**src/rtl/uart_rx.sv**
```systemverilog
// 8N1 UART receiver: two-flop synchroniser, mid-bit sampling, stop-bit check.
// valid/frame_err strobe HALF+9*DIV+3 clocks after the falling start edge; no backpressure (one-byte holding register).
module uart_rx #(
    parameter int CLK_FREQ  = 25000000,
    parameter int BAUD_RATE = 9600
) (
    input  logic       clk,
    input  logic       rst,
    input  logic       rx,
    output logic [7:0] data,
    output logic       valid,
    output logic       frame_err,
    output logic       busy
);

    localparam int DIV  = CLK_FREQ / BAUD_RATE;
    localparam int HALF = DIV / 2;
    localparam int CW   = $clog2(DIV);
    localparam logic [CW-1:0] CNT_HALF = CW'(HALF);
    localparam logic [CW-1:0] CNT_LAST = CW'(DIV - 1);

    typedef enum logic [2:0] {
        S_IDLE,
        S_START,
        S_DATA,
        S_STOP,
        S_BREAK
    } state_t;

    state_t          state_q, state_d;
    logic [CW-1:0]   cnt_q, cnt_d;
    logic [2:0]      idx_q, idx_d;
    logic [7:0]      shift_q, shift_d;
    logic [7:0]      data_q, data_d;
    logic            valid_q, valid_d;
    logic            ferr_q, ferr_d;
    logic            rx_s1_q, rx_s1_d;
    logic            rx_s_q, rx_s_d;

    always_ff @(posedge clk) begin
        if (rst) begin
            state_q <= S_IDLE;
            cnt_q   <= '0;
            idx_q   <= '0;
            shift_q <= '0;
            data_q  <= '0;
            valid_q <= 1'b0;
            ferr_q  <= 1'b0;
            rx_s1_q <= 1'b1;
            rx_s_q  <= 1'b1;
        end else begin
            state_q <= state_d;
            cnt_q   <= cnt_d;
            idx_q   <= idx_d;
            shift_q <= shift_d;
            data_q  <= data_d;
            valid_q <= valid_d;
            ferr_q  <= ferr_d;
            rx_s1_q <= rx_s1_d;
            rx_s_q  <= rx_s_d;
        end
    end

    always_comb begin
        state_d = state_q;
        cnt_d   = cnt_q;
        idx_d   = idx_q;
        shift_d = shift_q;
        data_d  = data_q;
        valid_d = 1'b0;
        ferr_d  = 1'b0;
        rx_s1_d = rx;
        rx_s_d  = rx_s1_q;

        unique case (state_q)
            S_IDLE: begin
                if (!rx_s_q) begin
                    cnt_d   = '0;
                    state_d = S_START;
                end
            end
            S_START: begin
                // Re-check the line mid start bit so short glitches are rejected.
                if (cnt_q == CNT_HALF) begin
                    cnt_d = '0;
                    if (rx_s_q) begin
                        state_d = S_IDLE;
                    end else begin
                        idx_d   = '0;
                        state_d = S_DATA;
                    end
                end else begin
                    cnt_d = cnt_q + 1'b1;
                end
            end
            S_DATA: begin
                if (cnt_q == CNT_LAST) begin
                    cnt_d   = '0;
                    shift_d = {rx_s_q, shift_q[7:1]};
                    idx_d   = idx_q + 3'd1;
                    if (idx_q == 3'd7) begin
                        state_d = S_STOP;
                    end
                end else begin
                    cnt_d = cnt_q + 1'b1;
                end
            end
            S_STOP: begin
                if (cnt_q == CNT_LAST) begin
                    cnt_d = '0;
                    if (rx_s_q) begin
                        data_d  = shift_q;
                        valid_d = 1'b1;
                        state_d = S_IDLE;
                    end else begin
                        ferr_d  = 1'b1;
                        state_d = S_BREAK;
                    end
                end else begin
                    cnt_d = cnt_q + 1'b1;
                end
            end
            S_BREAK: begin
                // A line held low must return high before another start is accepted.
                cnt_d = cnt_q + 1'b1;
                if (rx_s_q) begin
                    state_d = S_IDLE;
                end
            end
            default: begin
                state_d = S_IDLE;
            end
        endcase
    end

    assign data      = data_q;
    assign valid     = valid_q;
    assign frame_err = ferr_q;
    assign busy      = (state_q != S_IDLE);

endmodule
```
**config.mk**
```make
export PLATFORM = sky130hd
export DESIGN_NAME = uart_rx
export DESIGN_NICKNAME = d
export VERILOG_FILES = /design/src/rtl/uart_rx.sv
export SDC_FILE = /design/constraint.sdc
export NUM_CORES = 1
export LEC_CHECK = 0
export BUFFER_PORTS_ARGS = -buffer_cell sky130_fd_sc_hd__buf_4
export CORE_ASPECT_RATIO = 1.5
export CORE_MARGIN = 1
export CORE_UTILIZATION = 30
export CTS_CLUSTER_DIAMETER = 80
export DETAILED_ROUTE_END_ITERATION = 12
export PLACE_DENSITY = 0.58
export SLEW_MARGIN = 30
export SYNTH_ARGS = -nofsm -noshare
export SYNTH_HDL_FRONTEND = slang
export SYNTH_SLANG_ARGS = --single-unit
```
**constraint.sdc**
```tcl
create_clock -name clk -period 5.1 [get_ports clk]
set_input_delay 0.51 -clock clk [delete_from_list [all_inputs] [get_ports clk]]
set_output_delay 0.51 -clock clk [all_outputs]
set_load 0.02 [all_outputs]
```
==> flow_metrics.env, run 1 <==
export IMPL_max_stage_delay_ns=0.87
export IMPL_worstReg2RegStart="cnt_q[0]"
export IMPL_power_switching_mw=0.120
export IMPL_syn_num_nets=196
export IMPL_fin_crit_ns=2.21
export IMPL_endpoint="cnt_q[3]"
export IMPL_core_area_mm2=0.00579
export IMPL_place_area_mm2=0.00193
export IMPL_cts_hold_buffers=0
export IMPL_clkTransAtPathRegs_ns=0.07
export IMPL_drt_pass1_iter_count=4
export IMPL_yosysTopAreaCell="dfxtp_1"
export IMPL_yosys_warnings=0
export IMPL_power_density_mw_per_mm2=264
export IMPL_numPortBuffers=13
export IMPL_r2r_slack_ns=2.89
export IMPL_rsz0062_at_grt="false"
export IMPL_dp_final_hpwl_mm=2.43
export IMPL_syn_avg_cell_area_um2=9.53
export IMPL_grt_pass1_wl_mm=5.97
export IMPL_die_area_mm2=0.00633
export IMPL_p_sw_share_pct=22.4
export IMPL_final_core_utilization_pct=35.0
export IMPL_post_place_ws_ns=2.88
export IMPL_yosysUniqueCellTypes=40
export IMPL_cts_root_buffer="clkbuf_8"
export IMPL_io_pins=14
export IMPL_hold_viol=0
export IMPL_arrival_ns=2.35
export IMPL_p_int_mw=0.415
export IMPL_grt_start_max_net_pins=42
export IMPL_fin_setup_tns_ns=0
export IMPL_crit_path_end_kind="register"
export IMPL_instances_no_fill=270
export IMPL_htreeDepth=2
export IMPL_cts_sinks=38
export IMPL_fmax_mhz=452
export IMPL_wirelength_mm=3.46
export IMPL_rows=34
export IMPL_grt_pass1_vias=1300
export IMPL_drtIter0Drc=76
export IMPL_area_growth_pct=12.4
export IMPL_fin_skew_ns=0.00702
export IMPL_drc=0
export IMPL_relSlewSlack_pct=37.4
export IMPL_tritoncts="done"
export IMPL_synth_area_leaders="dfxtp_1 42%, mux2i_1 9.4%, nor2_1 4.8%, xnor2_1 3.4%, nor3_1 3.3%"
export IMPL_r2r_end="cnt_q[3]"
export IMPL_hp_class="in2reg"
export IMPL_wl_per_cell_um=12.8
export IMPL_power_mw=0.535
export IMPL_combPwrFrac_pct=3.8
export IMPL_slowest_stage="a221oi_2"
export IMPL_ys_seq_area_share_pct=42.2
export IMPL_grt_util_all_layers_pct=12.0
export IMPL_gp_congestion=0.791
export IMPL_fin_crit_sh_pct=43.4
export IMPL_layout_drive_gt1_share_pct=13.6
export IMPL_irDropWorstVdd_uv=84.7
export IMPL_crit_type="reg2reg"
export IMPL_worstSetupStartpointType="register"
export IMPL_die_w_um=65.3
export IMPL_antenna_found_initial=0
export IMPL_fp_dieH_um=96.9
export IMPL_synthesis_area_mm2=0.00180
export IMPL_yosys_most_used_dff="dfxtp_1"
export IMPL_whs_ns=0.401
export IMPL_synth_top_area_share_pct=42.2
export IMPL_n_fill_cell=621
export IMPL_status="completed"
export IMPL_cts_buffers=5
export IMPL_p_leak_nw=0.749
export IMPL_worst_pin_slew_ns=0.939
export IMPL_antenna_cells=0
export IMPL_clock_latency_ns=0.29
export IMPL_syn_inst=189
export IMPL_overflow=0
export IMPL_p_clk_share_pct=39.6
export IMPL_postCtsSetupBuffers=0
export IMPL_finalNetCount=204
export IMPL_critPathLaunch="cnt_q[0]"
export IMPL_start_util_pct=31.1
export IMPL_worstPathRequired_ns=5.23
export IMPL_pwr_share_seq_pct=56.6
export IMPL_finalWorstSetupSlack_ns=2.89
export IMPL_synth_async_reset_ratio_pct=0
export IMPL_slew_viol_final=0
export IMPL_ys_ff_latch=38
export IMPL_postRouteAntennaNets=0
export IMPL_clockBufferDepth=2
export IMPL_reg2regPathDepth=5
export IMPL_crit_chain="ha_1 > and4bb_2 > nand3_1 > a221oi_2 > nor3_1"
export IMPL_stdcell_area_mm2=0.00202
export IMPL_cts_resized=0
export IMPL_dp_cells=262
export IMPL_setup_viol=0
export IMPL_synth_edf_count=0
export IMPL_cap_viol_max_count=0
export IMPL_crit_fanout=12
export IMPL_via_per_inst=5.01
export IMPL_vias=1353
[how the worst min path moves through the flow]
stage                  from       to  cells past startpoint
CTS                      rx  rx_s1_q                      2
finish                   rx  rx_s1_q                      2
global placement    rx_s1_q   rx_s_q                      1
floorplan           rx_s1_q   rx_s_q                      1
detailed placement  rx_s1_q   rx_s_q                      1
global route             rx  rx_s1_q                      2
[worst max-delay path: cells and delay by family, from the launching register on]
family          cells  cell delay, ns
fa+ha+maj           1            0.22
flops               1            0.41
compound gates      1            0.87
simple gates        3            0.57
[cells in the final DEF (no fill, tap or decap), drive strengths merged, types with 4 or more instances in the layout]
cell / Yosys / layout
nor4b: 5 / 5
ha: 4 / 4
buf: 7 / 13
nand2b: 5 / 5
clkbuf: 5 / 6
inv: 6 / 6
nor3: 12 / 12
dfxtp: 38 / 38
xnor2: 7 / 7
nor2: 23 / 23
mux2i: 17 / 17
or3: 7 / 7
nor3b: 5 / 5
nand2: 4 / 4
o21ai: 4 / 4
nand3: 6 / 6
a211oi: 5 / 5
nand4: 5 / 5
[cell type report]
class                      instances  area (µm²)  area share (%)
inverter                           6        22.5            1.11
clock buffer                       6        82.6            4.08
sequential                        38         761            37.6
multi-input combinational        133         958            47.3
timing repair buffer              13        97.6            4.82
clock inverter                     2        12.5           0.618
tap                               72        90.1            4.45
[power groups by stage]
stage	Combinational, mW	Sequential (mW)	Clock (mW)
floorplan	0.0175	0.307	0
global placement	0.0203	0.309	0
detailed placement	0.0203	0.310	0
CTS	0.0203	0.303	0.223
global route	0.0225	0.303	0.235
finish	0.0201	0.303	0.212
[registers in the layout (all words and copies together) (netlist names)]
name	cells
cnt_q	12
data	8
frame_err	1
idx_q	3
rx_s1_q	1
rx_s_q	1
shift_q	8
state_q	3
valid	1
[Yosys cell counts, types with 2 or more instances]
master,n
or3_1,6
or2_1,2
nand4_1,5
nor3b_1,5
dfxtp_1,38
clkbuf_1,5
and4bb_1,2
a211oi_1,3
mux2i_1,17
nor3_1,12
o21ai_0,2
xnor2_1,7
nor4_1,2
ha_1,4
o32ai_1,2
inv_1,6
nand3_1,6
nand2b_1,5
nor4b_1,4
a211oi_2,2
and4_1,3
nand2_1,4
a21oi_1,2
o21ai_1,2
nor2_1,23
buf_2,6
[cells by family after synthesis]
family | share of synthesized area, %
and+or+nand+nor | 28.5
DFF | 42.2
AOI/OAI and AO/OA | 8.54
buffers and inverters | 4.58
muxes | 9.44
xor gates and xnor gates | 3.89
adders and majority gates | 2.78
[per-layer routing]
| layer | track usage (%) | part of all wire (%) | wire length, µm | up-vias |
|---|---|---|---|---|
| li1 | - | - | - | 704 |
| met1 | 13.6 | 44 | 1530 | 629 |
| met2 | 20.7 | 52 | 1790 | 14 |
| met3 | 3.18 | 2.3 | 79 | 6 |
| met4 | 4.52 | 1.7 | 59 | 0 |
| met5 | 0 | 0 | 0 | - |
Power figures use the tool's default switching activity.
==> run 2, diff against run 1 <==
ABC_AREA = 1   (was not set)
PLACE_DENSITY = 0.59   (was 0.58)
clock period = 1.8 ns   (was 5.1 ns; I/O delays follow)
==> flow_metrics.env, run 2 <==
export IMPL_synth_area_leaders="dfxtp_1 43%, nand2_1 8.9%, inv_1 8.0%, nor2_1 6.3%, o21ai_0 5.6%"
export IMPL_hp_class="in2reg"
export IMPL_tritoncts="done"
export IMPL_grt_start_max_net_pins=20
export IMPL_ys_ff_latch=38
export IMPL_synth_top_family_by_area="simple AND/OR/NAND/NOR gates"
export IMPL_overflow=0
export IMPL_crit_path_end_kind="register"
export IMPL_antenna_found_initial=0
export IMPL_drc=0
export IMPL_synth_adder_area_share_pct=2.82
export IMPL_clkTransAtPathRegs_ns=0.08
export IMPL_start_util_pct=31.8
export IMPL_rsz0062_at_grt="false"
export IMPL_crit_chain="ha_2 > nand2_1 > nor2_2 > nand3_4 > nand2_2 > nand2_1 > nor2_2 > nand2_2 > nand2_4 > nor2_1"
export IMPL_power_density_mw_per_mm2=1240
export IMPL_gp_congestion=0.848
export IMPL_yosys_warnings=0
export IMPL_cts_hold_buffers=0
export IMPL_antenna_cells=0
export IMPL_p_clk_share_pct=34.3
export IMPL_cts_sinks=38
export IMPL_final_core_utilization_pct=38.0
export IMPL_worstPathRequired_ns=1.98
export IMPL_fin_skew_ns=0.00689
export IMPL_use_met3_pct=3.32
export IMPL_io_pins=14
export IMPL_combPwrFrac_pct=29.5
export IMPL_slowest_stage="dfxtp_1"
export IMPL_yosysTopAreaCell="dfxtp_1"
export IMPL_irDropWorstVdd_uv=710
export IMPL_p_int_mw=1.73
export IMPL_top_register="cnt_q"
export IMPL_busiest_layer="met2"
export IMPL_max_stage_delay_ns=0.38
export IMPL_core_area_mm2=0.00557
export IMPL_synth_commonest_cells="42 x nand2_1, 38 x dfxtp_1, 38 x inv_1"
export IMPL_fin_crit_sh_pct=90.3
export IMPL_cts_buffers=5
export IMPL_via_per_inst=4.52
export IMPL_relSlewSlack_pct=76.6
export IMPL_drtIter0Drc=47
export IMPL_arrival_ns=1.81
export IMPL_status="completed"
export IMPL_clock_latency_ns=0.29
export IMPL_synthesis_area_mm2=0.00177
export IMPL_syn_avg_cell_area_um2=7.45
export IMPL_p_sw_share_pct=34.0
export IMPL_largest_reg_flops=12
export IMPL_cap_viol_max_count=0
export IMPL_syn_inst=238
export IMPL_place_area_mm2=0.00194
export IMPL_fp_dieH_um=96.2
export IMPL_synth_edf_count=0
export IMPL_r2r_slack_ns=0.17
export IMPL_drt_pass1_iter_count=4
export IMPL_numPortBuffers=13
export IMPL_crit_type="reg2reg"
export IMPL_rows=33
export IMPL_worst_pin_slew_ns=0.347
export IMPL_slew_viol_final=0
export IMPL_stdcell_area_mm2=0.00212
export IMPL_vias=1482
export IMPL_htreeDepth=2
export IMPL_muxShareOfSynthArea_pct=0
export IMPL_clockBufferDepth=2
export IMPL_wl_per_cell_um=10.8
export IMPL_syn_num_nets=245
export IMPL_die_area_mm2=0.00623
export IMPL_grt_pass1_wl_mm=6.11
export IMPL_synthSimpleGateAreaFrac_pct=26.0
export IMPL_synth_most_common_cell="nand2_1"
export IMPL_post_place_ws_ns=0.113
export IMPL_fin_setup_tns_ns=0
export IMPL_yosys_most_used_dff="dfxtp_1"
export IMPL_postRouteAntennaNets=0
export IMPL_setup_viol=0
export IMPL_synth_compound_gate_area_share_pct=13.8
export IMPL_grtUsageMet2_pct=24.8
export IMPL_grt_use_met1_pct=12.7
export IMPL_hold_viol=0
export IMPL_grt_util_all_layers_pct=12.9
export IMPL_synth_async_reset_ratio_pct=0
export IMPL_wirelength_mm=3.54
export IMPL_final_common_cell="nand2_1"
export IMPL_finalNetCount=264
export IMPL_synth_xor_area_share_pct=3.46
export IMPL_grt_pass1_vias=1383
export IMPL_fin_crit_ns=1.63
export IMPL_finalWorstSetupSlack_ns=0.174
export IMPL_fmax_mhz=615
export IMPL_layout_drive_gt1_share_pct=17.8
export IMPL_layout_common_cells="40 x nand2_1, 38 x inv_1, 38 x dfxtp_1, 29 x nor2_1, 20 x o21ai_0"
export IMPL_cts_root_buffer="clkbuf_8"
export IMPL_pwr_share_seq_pct=36.2
export IMPL_crit_fanout=8
export IMPL_p_leak_nw=0.919
export IMPL_area_growth_pct=19.3
export IMPL_worstSetupStartpointType="register"
export IMPL_yosysUniqueCellTypes=26
export IMPL_dp_final_hpwl_mm=2.61
export IMPL_power_switching_mw=0.895
export IMPL_ys_seq_area_share_pct=42.9
export IMPL_synth_top_area_share_pct=42.9
export IMPL_die_w_um=64.8
==> run 2: changes by cell type in the layout (fill, tap and decap cells not counted), sizes merged, moves of 8 or more <==
cell	previous run	this run
o21ai	4	23
nand2	4	45
mux2i	17	0
nor3	12	4
nor2	23	35
nand3	6	14
inv	6	39
a21oi	2	20
==> run 2: worst paths after layout <==
path,start,end,cells after the start
worst max-delay path,cnt_q[1],cnt_q[5],10
worst min-delay path,rx,rx_s1_q,2
worst max register to register,cnt_q[1],cnt_q[5],10
worst min register to register,rx_s1_q,rx_s_q,1
==> run 2: critical path: cells and delay by family (launching register included) <==
family                     cells  cell delay (ns)
and+or+nand+nor                9             0.92
DFF                            1             0.38
adders and majority gates      1             0.21
==> run 2: layout make-up <==
type / count / area, µm²
Tap cell: 70 / 87.6
Inverter: 39 / 146
Clock inverter: 2 / 60.1
Fill cell: 584 / 3460
Timing Repair Buffer: 17 / 153
Clock buffer: 6 / 82.6
Multi-Input combinational cell: 156 / 827
Sequential cell: 38 / 761
==> run 2: per-stage QoR <==
step	hold WS [ns]	total power [mW]	std cells
2_1_floorplan	0.284	1.57	238
3_3_place_gp	0.369	1.74	319
3_5_place_dp	0.367	1.74	319
6_report	0.0688	2.63	328
5_1_grt	0.0601	2.80	328
4_1_cts	0.0619	2.65	327
==> run 2: power by group through the flow <==
stage / registers (mW) / logic, mW / clock network [mW]
finish: 0.951 / 0.777 / 0.901
global route: 0.957 / 0.886 / 0.957
CTS: 0.949 / 0.775 / 0.922
detailed placement: 0.969 / 0.772 / 0
global placement: 0.968 / 0.768 / 0
floorplan: 0.956 / 0.609 / 0
==> run 2: cell families after synthesis <==
group | Yosys count
adders and majority gates | 4
DFF | 38
xor gates and xnor gates | 7
and+or+nand+nor | 100
buffers and inverters | 44
AOI/OAI and AO/OA | 45
==> run 2: timing repair <==
| item | CTS | global route |
|---|---|---|
| setup endpoints to repair | 0 | 16 |
| gates resized for setup | 0 | 4 |
| setup buffers | 0 | 1 |
==> run 2: metal layers <==
layer | wire length, µm | up-vias
met5 | 0 | -
met4 | 65 | 0
met3 | 102 | 7
met2 | 1850 | 25
met1 | 1520 | 670
li1 | - | 780
==> run 3, diff against run 2 <==
CAP_MARGIN = 20   (was not set)
PLACE_DENSITY = 0.58   (was 0.59)
clock period = 1.7 ns   (was 1.8 ns; I/O delays follow)
==> flow_metrics.env, run 3 (synthesized netlist as in run 2, its figures left out) <==
export IMPL_dp_cells=322
export IMPL_cts_hold_buffers=0
export IMPL_crit_path_end_kind="register"
export IMPL_dp_final_hpwl_mm=2.63
export IMPL_wl_per_cell_um=10.8
export IMPL_instances_no_fill=331
export IMPL_holdPathStages=2
export IMPL_status="completed"
export IMPL_fin_crit_ns=1.54
export IMPL_slew_viol_final=0
export IMPL_worstSetupStartpointType="register"
export IMPL_post_place_ws_ns=0.0452
export IMPL_grt_pass1_vias=1442
export IMPL_start_util_pct=31.8
export IMPL_cts_root_buffer="clkbuf_8"
export IMPL_area_growth_pct=19.7
export IMPL_postRouteAntennaNets=0
export IMPL_power_density_mw_per_mm2=1270
export IMPL_worst_pin_slew_ns=0.284
export IMPL_top_register="cnt_q"
export IMPL_reg2regPathDepth=9
export IMPL_hp_class="in2reg"
export IMPL_vias=1470
export IMPL_fp_dieH_um=96.2
export IMPL_fin_setup_tns_ns=0
export IMPL_largest_reg_flops=12
export IMPL_finalNetCount=267
export IMPL_numPortBuffers=13
export IMPL_arrival_ns=1.74
export IMPL_layout_common_cells="39 x nand2_1, 38 x inv_1, 37 x dfxtp_1, 29 x nor2_1, 20 x o21ai_0"
export IMPL_antenna_found_initial=0
export IMPL_r2r_end="data[0]"
export IMPL_io_pins=14
export IMPL_cts_buffers=5
export IMPL_overflow=0
export IMPL_cts_sinks=38
export IMPL_cap_viol_max_count=0
export IMPL_hp_start="rx"
export IMPL_relSlewSlack_pct=81.0
export IMPL_tritoncts="done"
export IMPL_wirelength_mm=3.57
export IMPL_clockBufferDepth=2
export IMPL_finalWorstSetupSlack_ns=0.155
export IMPL_clock_latency_ns=0.29
export IMPL_final_core_utilization_pct=38.1
export IMPL_p_leak_nw=0.917
export IMPL_die_w_um=64.8
export IMPL_core_area_mm2=0.00557
export IMPL_grt_util_all_layers_pct=12.9
export IMPL_clkTransAtPathRegs_ns=0.08
export IMPL_setup_viol=0
export IMPL_grt_start_max_net_pins=21
export IMPL_rows=33
export IMPL_fmax_mhz=647
export IMPL_crit_fanout=16
export IMPL_worstReg2RegStart="cnt_q[0]"
export IMPL_whs_ns=0.0537
export IMPL_layout_drive_gt1_share_pct=19.5
export IMPL_via_per_inst=4.44
export IMPL_htreeDepth=2
export IMPL_drt_pass1_iter_count=4
export IMPL_rsz0062_at_grt="true"
export IMPL_drc=0
export IMPL_grt_pass1_wl_mm=6.13
export IMPL_hold_viol=0
export IMPL_die_area_mm2=0.00623
export IMPL_r2r_slack_ns=0.16
export IMPL_irDropWorstVdd_uv=744
export IMPL_fin_skew_ns=0.00462
export IMPL_fin_crit_sh_pct=90.9
export IMPL_hold_end="rx_s1_q"
export IMPL_crit_type="reg2reg"
export IMPL_drtIter0Drc=47
export IMPL_antenna_cells=0
export IMPL_worstPathRequired_ns=1.90
export IMPL_final_common_cell="nand2_1"
export IMPL_gp_congestion=0.872
[run 3: area by class of cell]
class	count	area, µm²
Clock buffer	5	68.8
Clock inverter	3	45.0
Fill cell	601	3450
Inverter	39	146
Multi-Input combinational cell	156	840
Sequential cell	38	762
Tap cell	70	87.6
Timing Repair Buffer	20	175
[run 3: power breakdown]
group | switching, mW | total, mW | internal, mW
logic | 0.620 | 0.941 | 0.321
clock network | 0.330 | 0.766 | 0.436
registers | 0.0450 | 0.994 | 0.949
[run 3: worst max-delay path by stage]
stage | endpoint | startpoint
floorplan | cnt_q[11] | cnt_q[1]
global placement | cnt_q[11] | cnt_q[0]
detailed placement | cnt_q[11] | cnt_q[0]
CTS | cnt_q[11] | cnt_q[0]
global route | cnt_q[2] | cnt_q[0]
finish | data[0] | cnt_q[0]
[run 3: through the flow]
stage,cell area (µm²),power (mW)
after floorplan,1770,1.66
after global placement,1970,1.91
after detailed placement,1970,1.91
after CTS,2080,2.68
after global routing,2120,2.90
final,2120,2.70
[run 3: worst max-delay path, cell delays in order (launching register included)]
cell and delay [ns]:
dfxtp_2 0.35, ha_2 0.19, nand2_1 0.06, nor2_2 0.13, nand3_4 0.16, nor3_4 0.20
buf_12 0.17, inv_1 0.06, nor2_1 0.08, nor2_1 0.05
[run 3: per-layer routing]
layer,global-route usage [%],wire [µm]
met3,3.08,102
met4,6.67,78
met1,13.0,1480
met5,0,0
met2,24.0,1910
[run 3: what timing repair did]
item                       in CTS  in global routing
gates resized for setup         0                  8
setup endpoints to repair       0                 31
hold endpoints to repair        0                  0
buffers inserted                0                  1
